## src/rtl/lsu_mem_port.sv

```systemverilog
// lsu_mem_port
//   Load/store unit initiator for the unified data-memory port (data RAM plus
//   LED, millis and micros peripherals). Takes one request at a time from the
//   execute stage, rejects misaligned or illegal-funct3 requests, drives the
//   memory port for exactly one access cycle, captures load data one cycle
//   later and returns a single-cycle response.
//
// Ports
//   clk, reset            system clock; asynchronous active-low reset
//   req_valid/req_ready   request handshake from execute stage
//   req_write             1 = store, 0 = load
//   req_funct3            RV32I funct3 of the access
//   req_address           effective byte address
//   req_store_data        right-aligned store data
//   rsp_valid             one-cycle response pulse
//   rsp_data              load result, 0 for stores, faulting address on error
//   rsp_error             misaligned address or illegal funct3
//   funct3, dmem_wren,
//   dmem_address,
//   dmem_data_in          memory-port outputs, all registered
//   dmem_data_out         memory read data, valid one cycle after address sample
//   load_count,
//   store_count,
//   error_count           wrapping completion counters
//
// state   | meaning
// IDLE    | ready for a request; port outputs hold last values, wren low
// ACCESS  | memory samples address/funct3/wren at the end of this cycle
// CAPTURE | load only: read data valid, latched into rsp_data
// RESP    | rsp_valid high for one cycle, counter update, back to IDLE

module lsu_mem_port #(
   parameter int COUNT_WIDTH = 16
) (
   input  logic                   clk,
   input  logic                   reset,
   input  logic                   req_valid,
   output logic                   req_ready,
   input  logic                   req_write,
   input  logic [2:0]             req_funct3,
   input  logic [31:0]            req_address,
   input  logic [31:0]            req_store_data,
   output logic                   rsp_valid,
   output logic [31:0]            rsp_data,
   output logic                   rsp_error,
   output logic [2:0]             funct3,
   output logic                   dmem_wren,
   output logic [31:0]            dmem_address,
   output logic [31:0]            dmem_data_in,
   input  logic [31:0]            dmem_data_out,
   output logic [COUNT_WIDTH-1:0] load_count,
   output logic [COUNT_WIDTH-1:0] store_count,
   output logic [COUNT_WIDTH-1:0] error_count
);

   typedef enum logic [1:0] {IDLE, ACCESS, CAPTURE, RESP} state_e;

   state_e                 state_q;
   logic                   req_ready_q;
   logic                   rsp_valid_q;
   logic                   rsp_error_q;
   logic [31:0]            rsp_data_q;
   logic [2:0]             funct3_q;
   logic                   dmem_wren_q;
   logic                   write_q;
   logic [31:0]            dmem_address_q;
   logic [31:0]            dmem_data_in_q;
   logic [COUNT_WIDTH-1:0] load_count_q;
   logic [COUNT_WIDTH-1:0] store_count_q;
   logic [COUNT_WIDTH-1:0] error_count_q;

   logic align_ok;
   logic funct3_ok;
   logic req_legal;

   always_comb begin
      align_ok = 1'b1;
      if (req_funct3[1:0] == 2'b10) begin
         align_ok = (req_address[1:0] == 2'b00);
      end else if (req_funct3[1:0] == 2'b01) begin
         align_ok = ~req_address[0];
      end
      if (req_write) begin
         funct3_ok = (req_funct3 inside {3'd0, 3'd1, 3'd2});
      end else begin
         funct3_ok = (req_funct3 inside {3'd0, 3'd1, 3'd2, 3'd4, 3'd5});
      end
      req_legal = align_ok & funct3_ok;
   end

   always_ff @(posedge clk or negedge reset) begin
      if (!reset) begin
         state_q        <= IDLE;
         req_ready_q    <= 1'b1;
         rsp_valid_q    <= 1'b0;
         rsp_error_q    <= 1'b0;
         rsp_data_q     <= '0;
         funct3_q       <= '0;
         dmem_wren_q    <= 1'b0;
         write_q        <= 1'b0;
         dmem_address_q <= '0;
         dmem_data_in_q <= '0;
         load_count_q   <= '0;
         store_count_q  <= '0;
         error_count_q  <= '0;
      end else begin
         case (state_q)
            IDLE: begin
               if (req_valid) begin
                  req_ready_q <= 1'b0;
                  if (req_legal) begin
                     dmem_address_q <= req_address;
                     funct3_q       <= req_funct3;
                     dmem_data_in_q <= req_store_data;
                     write_q        <= req_write;
                     dmem_wren_q    <= req_write;
                     state_q        <= ACCESS;
                  end else begin
                     // rejected requests never touch the memory port
                     rsp_data_q  <= req_address;
                     rsp_error_q <= 1'b1;
                     rsp_valid_q <= 1'b1;
                     state_q     <= RESP;
                  end
               end
            end
            ACCESS: begin
               dmem_wren_q <= 1'b0;
               if (write_q) begin
                  rsp_data_q  <= '0;
                  rsp_valid_q <= 1'b1;
                  state_q     <= RESP;
               end else begin
                  state_q <= CAPTURE;
               end
            end
            CAPTURE: begin
               rsp_data_q  <= dmem_data_out;
               rsp_valid_q <= 1'b1;
               state_q     <= RESP;
            end
            RESP: begin
               // write_q is stale on the error path, so test the error first
               if (rsp_error_q) begin
                  error_count_q <= error_count_q + 1'b1;
               end else if (write_q) begin
                  store_count_q <= store_count_q + 1'b1;
               end else begin
                  load_count_q <= load_count_q + 1'b1;
               end
               rsp_valid_q <= 1'b0;
               rsp_error_q <= 1'b0;
               rsp_data_q  <= '0;
               req_ready_q <= 1'b1;
               state_q     <= IDLE;
            end
            default: state_q <= IDLE;
         endcase
      end
   end

   assign req_ready    = req_ready_q;
   assign rsp_valid    = rsp_valid_q;
   assign rsp_error    = rsp_error_q;
   assign rsp_data     = rsp_data_q;
   assign funct3       = funct3_q;
   assign dmem_wren    = dmem_wren_q;
   assign dmem_address = dmem_address_q;
   assign dmem_data_in = dmem_data_in_q;
   assign load_count   = load_count_q;
   assign store_count  = store_count_q;
   assign error_count  = error_count_q;

endmodule

```

## config.mk

```make
export PLATFORM = sky130hd
export DESIGN_NAME = lsu_mem_port
export DESIGN_NICKNAME = d
export VERILOG_FILES = /design/src/rtl/lsu_mem_port.sv
export SDC_FILE = /design/constraint.sdc
export NUM_CORES = 1
export LEC_CHECK = 0
export CAP_MARGIN = 0
export CORE_MARGIN = 8
export CORE_UTILIZATION = 40
export DETAILED_ROUTE_END_ITERATION = 7
export PLACE_DENSITY = 0.88
export SYNTH_ARGS = -nofsm -noshare
export SYNTH_HDL_FRONTEND = slang
export SYNTH_SLANG_ARGS = --single-unit
```

## constraint.sdc

```tcl
create_clock -name clk -period 1.96 [get_ports clk]
set_input_delay 0.588 -clock clk [delete_from_list [all_inputs] [get_ports clk]]
set_output_delay 0.588 -clock clk [all_outputs]
set_load 0.02 [all_outputs]
```

# ---- After elaboration in Yosys (flattened, before gate mapping)
# Cells that the tools add are included.
dict set report totals {
  register_bits 154
  input_bits 103
  output_inout_bits 151
  word_cells 69
}
dict set report classes {
  addsub 3
  eq_ne 13
  n_mux 21
  n_bitwise 4
  n_reduce_logical 15
}
# operator count
set ops {}
lappend ops {{$pmux W32 S4} 1}
lappend ops {{$mux W32} 3}
lappend ops {{$add A16 B1 Y16 const B} 3}
lappend ops {{$reduce_and A3 Y1} 6}
lappend ops {{$mux W1} 10}
lappend ops {{$ne A2 B2 Y1 const B} 4}
lappend ops {{$pmux W2 S4} 1}
lappend ops {{$eq A2 B2 Y1 const B} 3}
lappend ops {{$eq A3 B3 Y1 const B} 2}
lappend ops {{$pmux W1 S2} 3}
lappend ops {{$reduce_bool A5 Y1} 1}
lappend ops {{$eq A2 B1 Y1 const B} 2}
lappend ops {{$logic_not A2 Y1} 2}
lappend ops {{$mux W2} 2}
lappend ops {{$pmux W1 S4} 1}
lappend ops {{$reduce_and A2 Y1} 2}
lappend ops {{$reduce_bool A2 Y1} 2}
lappend ops {{$eq A3 B1 Y1 const B} 1}
lappend ops {{$eq A3 B2 Y1 const B} 1}
lappend ops {{$logic_not A3 Y1} 1}
lappend ops {{$not A1 Y1} 3}
lappend ops {{$reduce_bool A3 Y1} 1}
lappend ops {{$and A1 B1 Y1} 1}

# ---- Logic depth before layout (Yosys ltp)
dict set report depth {
  depth_word 7
  depth_mapped 8
  mapped_depth_nobuf 6
}

# ---- Worst setup path after synthesis
# OpenSTA, ideal clock, no wires.
dict set report synth_timing {
  path_kind {in2reg}
  from {input port req_funct3[0]}
  to {register rsp_data_q[10] (netlist: rsp_data[10])}
  setup_ns 0.125
  arrival_time_ns 1.859
  required_time_ns 1.835
  setup_slack_ns -0.024
  path_stages 5
  n_path_buf 1
  cell_sequence {a221oi_1 nor3_1 o22ai_2 buf_2 mux2_2}
}
dict set report synth_via {
  elab_chain_len 6
  elab_cells_between_ends 15
  cone_classes {7 x eq/ne; 3 x mux; 1 x bitwise; 4 x reduce/logical}
}
# item line_no
set synth_rtl {}
lappend synth_rtl {{start: declaration} 40} ;# input logic [2:0] req_funct3,
lappend synth_rtl {{$eq A3 B1 Y1, or another cell as far along} {84, 86}}
lappend synth_rtl {{$reduce_bool A5 Y1, or another cell as far along} 86} ;# funct3_ok = (req_funct3 inside {3'd0, 3'd1, 3'd2, 3'd4, 3'd5});
lappend synth_rtl {{$mux W1 (on tied branches)} {83, 78}}
lappend synth_rtl {{$and A1 B1 Y1 *} 88} ;# req_legal = align_ok & funct3_ok;
lappend synth_rtl {{$ne A2 B2 Y1 (no line) *} n/a}
lappend synth_rtl {{$reduce_and A3 Y1 (no line) *} n/a}
lappend synth_rtl {{end signal: assignment} 120} ;# rsp_data_q <= req_address;
lappend synth_rtl {{end signal: assignment} 138} ;# rsp_data_q <= dmem_data_out;
lappend synth_rtl {{end: declaration} 62} ;# logic [31:0] rsp_data_q;
# Mark *: on every way between the ends. The rest lies on a longest branch, timed or not.
# A chain may end at the register's enable or synchronous reset.

# ---- Final worst setup path
dict set report layout_timing {
  from {register req_ready_q (netlist: req_ready)}
  to {output port req_ready}
}
# item line_no
set layout_rtl {}
lappend layout_rtl {{start: declaration} 59} ;# logic req_ready_q;
lappend layout_rtl {{start signal: assignment} 94} ;# req_ready_q <= 1'b1;
lappend layout_rtl {{start signal: assignment} 110} ;# req_ready_q <= 1'b0;
lappend layout_rtl {{start signal: assignment} 154} ;# req_ready_q <= 1'b1;
lappend layout_rtl {{end: declaration} 38} ;# output logic req_ready,
# No word-level cell between the ends.

==> impl_metrics.csv <==
group,metric,value,unit
layout,antenna_cells,0,
routing,wirelength,19.1,mm
power_and_ir_drop,p_leak,0.00504,uW
setup_path,path_cells,"dlygate4sd2_1",
layout,stdcell_count,1003,
synth,ys_warn_count,0,
layout,nets,885,
placed_design,hpwl,14.2,mm
power_and_ir_drop,p_total,15000,uW
timing,min_period,1900,ps
placed_design,place_inst,963,
floorplanning,dieArea,20600,sq um
clocking,cts_buffers,17,
floorplanning,die_w,143,um
routing,dr.pass1.iters,4,
routing,wl_per_cell,19.0,um
timing,finalHoldViolCount,0,
routing,dr_wl_met3,1.63,mm
floorplanning,core_area,15900,sq um
timing,fmax,0.526,GHz
timing,fin_skew,8.14,ps
routing,highest_layer,"met4",
setup_path,cp-end-kind,"output port",
clocking,tritoncts,"yes",
routing,met1Wirelength,7.25,mm
global_routing,grt.overflow.total,0,
clocking,ctsRootBufferMaster,"clkbuf_16",
synth,synth_top_area_frac,0.590,
layout,final_layout_size_suffix_gt1_frac,0.249,
floorplanning,rows,46,
synth,ys_types,38,
setup_path,cp_num_buf_inv,1,
global_routing,grt_max_degree,42,
floorplanning,die_h,143,um
timing,setup-violations-final,0,
setup_path,worst_setup_path_start_kind,"flip-flop",
setup_path,path_class,"flip-flop to output port",
floorplanning,start_util,0.408,
layout,mostFrequentLayoutCells,"dfrtp_1, dlygate4sd2_1, mux2_2",
clocking,clock_latency,410,ps
setup_path,cp.required,1370,ps
layout,syn2layout_area_growth,57.6,%
power_and_ir_drop,vdd_drop_max,0.000736,V
synth,avgSynthCellArea,13.5,sq um
synth,yosysTopAreaCell,"dfrtp_1",
floorplanning,ioPinCount,254,
routing,drc,0,
layout,nFillCells,1288,
global_routing,grtUsageTotal,0.185,
setup_path,cp_max_fo,3,
layout,final-seq-area,3850,sq um
flow_run,max_cap_viol_count,0,
clocking,htree_levels,4,
routing,num_vias,4932,
timing,tightest_slew,729,ps
clocking,clock_path_buffers,2,
routing,wl_met2,9.87,mm
timing,final_max_slew_viol_count,0,
clocking,holdBufCountCts,0,
placed_design,gp_congestion,0.783,
routing,initialDrtViolationCount,182,
clocking,clkSinkCount,154,
setup_path,cp_slowest_stage_delay,540,ps
synth,synth.ff_latch_count,154,
routing,viasPerCell,4.92,
global_routing,grt_pass1_wl,29.2,mm
timing,relSlewSlack,0.513,
setup_path,crit_arrival,1310,ps
synth,synth_cells,482,
global_routing,antenna_found_initial,0,
synth,syn_area,6490,sq um
synth,synth_nets,592,
clocking,clkTransAtPathRegs,60,ps
power_and_ir_drop,powerDensity,1470,nW/um^2
synth,ys_seq_area_frac,0.594,
status,status,"complete, no violations",
global_routing,first_global_vias,5378,
timing,hold_ws,91.3,ps
layout,multi_input_area,2610,sq um
setup_path,cp_slowest_cell,"dfstp_2",
setup_path,critPathTopFamily,"flip-flops",
timing,fin_crit_sh,0.969,
routing,ant_nets,0,
placed_design,port_buffers,253,
worst_hold_path,hold_path_class,"input pin to asynchronous set/reset pin",
synth,yosys-top-cells-area,"dfrtp_1, mux2_2, xnor2_1, a22o_1, xor2_1",
path summary, 6_finish.rpt:
kind                       depth (start not counted)  slack, ps               end      startpoint
setup / recovery                                   1         60         req_ready       req_ready
hold / removal                                     1         90   dmem_data_in[7]           reset
setup reg to reg                                   8         80  dmem_address[27]      state_q[0]
hold reg to reg                                    1        460    load_count[15]  load_count[15]
max in group asynchronous                          2       1250         req_ready           reset
min in group clk                                   1        460    load_count[15]  load_count[15]
flip-flops by register name, summed over array words and instances, names as in the netlist:
signal	flops
funct3	3
state_q	2
rsp_data	32
req_ready	1
error_count	16
dmem_wren	1
write_q	1
dmem_data_in	32
load_count	16
rsp_error	1
rsp_valid	1
store_count	16
dmem_address	32
per-stage QoR:
step	TNS, ps	cell area, sq um	setup slack, ps	util
2_1_floorplan	-709	6490	-23.6	-
3_5_place_dp	-54100	9570	-660	0.602
4_1_cts	0	10100	1.29	0.636
6_report	0	10200	59.8	0.644
3_3_place_gp	-52710	9570	-628	0.602
5_1_grt	-111	10200	-14.8	0.644
synthesized netlist by cell type:
master,number
xnor2_1,30
ha_1,7
o2bb2ai_1,1
inv_1,8
o211a_1,1
or4_4,1
and3_1,4
nor2b_1,2
and4_2,1
buf_4,1
o21bai_1,1
nand3b_1,1
nand3_1,20
mux2_2,104
and4_1,1
o21ai_0,8
nand4b_1,1
or3b_1,1
dfstp_2,1
nand4_1,9
a221oi_1,1
nor3_1,5
buf_6,1
nor3b_1,2
buf_2,6
xor2_1,15
dfrtp_1,153
nand2_1,32
a22o_1,25
nor4_1,4
mux2i_1,2
a21oi_1,5
nor3_2,1
nor4b_1,1
o22ai_2,1
o211ai_1,1
nor2_1,11
clkbuf_1,13
layer usage:
layer,vias to the layer above,track usage
met4,0,0.0625
met5,-,0
met2,164,0.318
met1,2445,0.204
li1,2302,-
met3,21,0.0737
power by group:
group | internal, uW | switching [uW] | total, uW
logic | 3100 | 3410 | 6510
clock network | 2250 | 1290 | 3540
registers | 4320 | 677 | 4990
what timing repair did:
| item | in CTS | in global routing |
|---|---|---|
| setup endpoints to repair | 250 | 96 |
| pin swaps | 3 | 3 |
| gates cloned | 1 | 2 |
| buffers inserted | 4 | 3 |
| gates resized for setup | 161 | 18 |
cell families after synthesis:
group	after synthesis	synth area share
DFF	154	0.594
muxes	106	0.184
and+or+nand+nor	97	0.0762
xor gates and xnor gates	45	0.0607
AOI/OAI and AO/OA	44	0.0523
buffers and inverters	29	0.0197
adders and majority gates	7	0.0135
final cells by class:
type | instances | area share
Timing Repair Buffer | 295 | 0.277
Clock buffer | 19 | 0.0423
Tap cell | 216 | 0.0264
Inverter | 8 | 0.00294
Clock inverter | 12 | 0.0195
Sequential cell | 154 | 0.377
Multi-Input combinational cell | 299 | 0.255
Power figures use the tool's default switching activity.
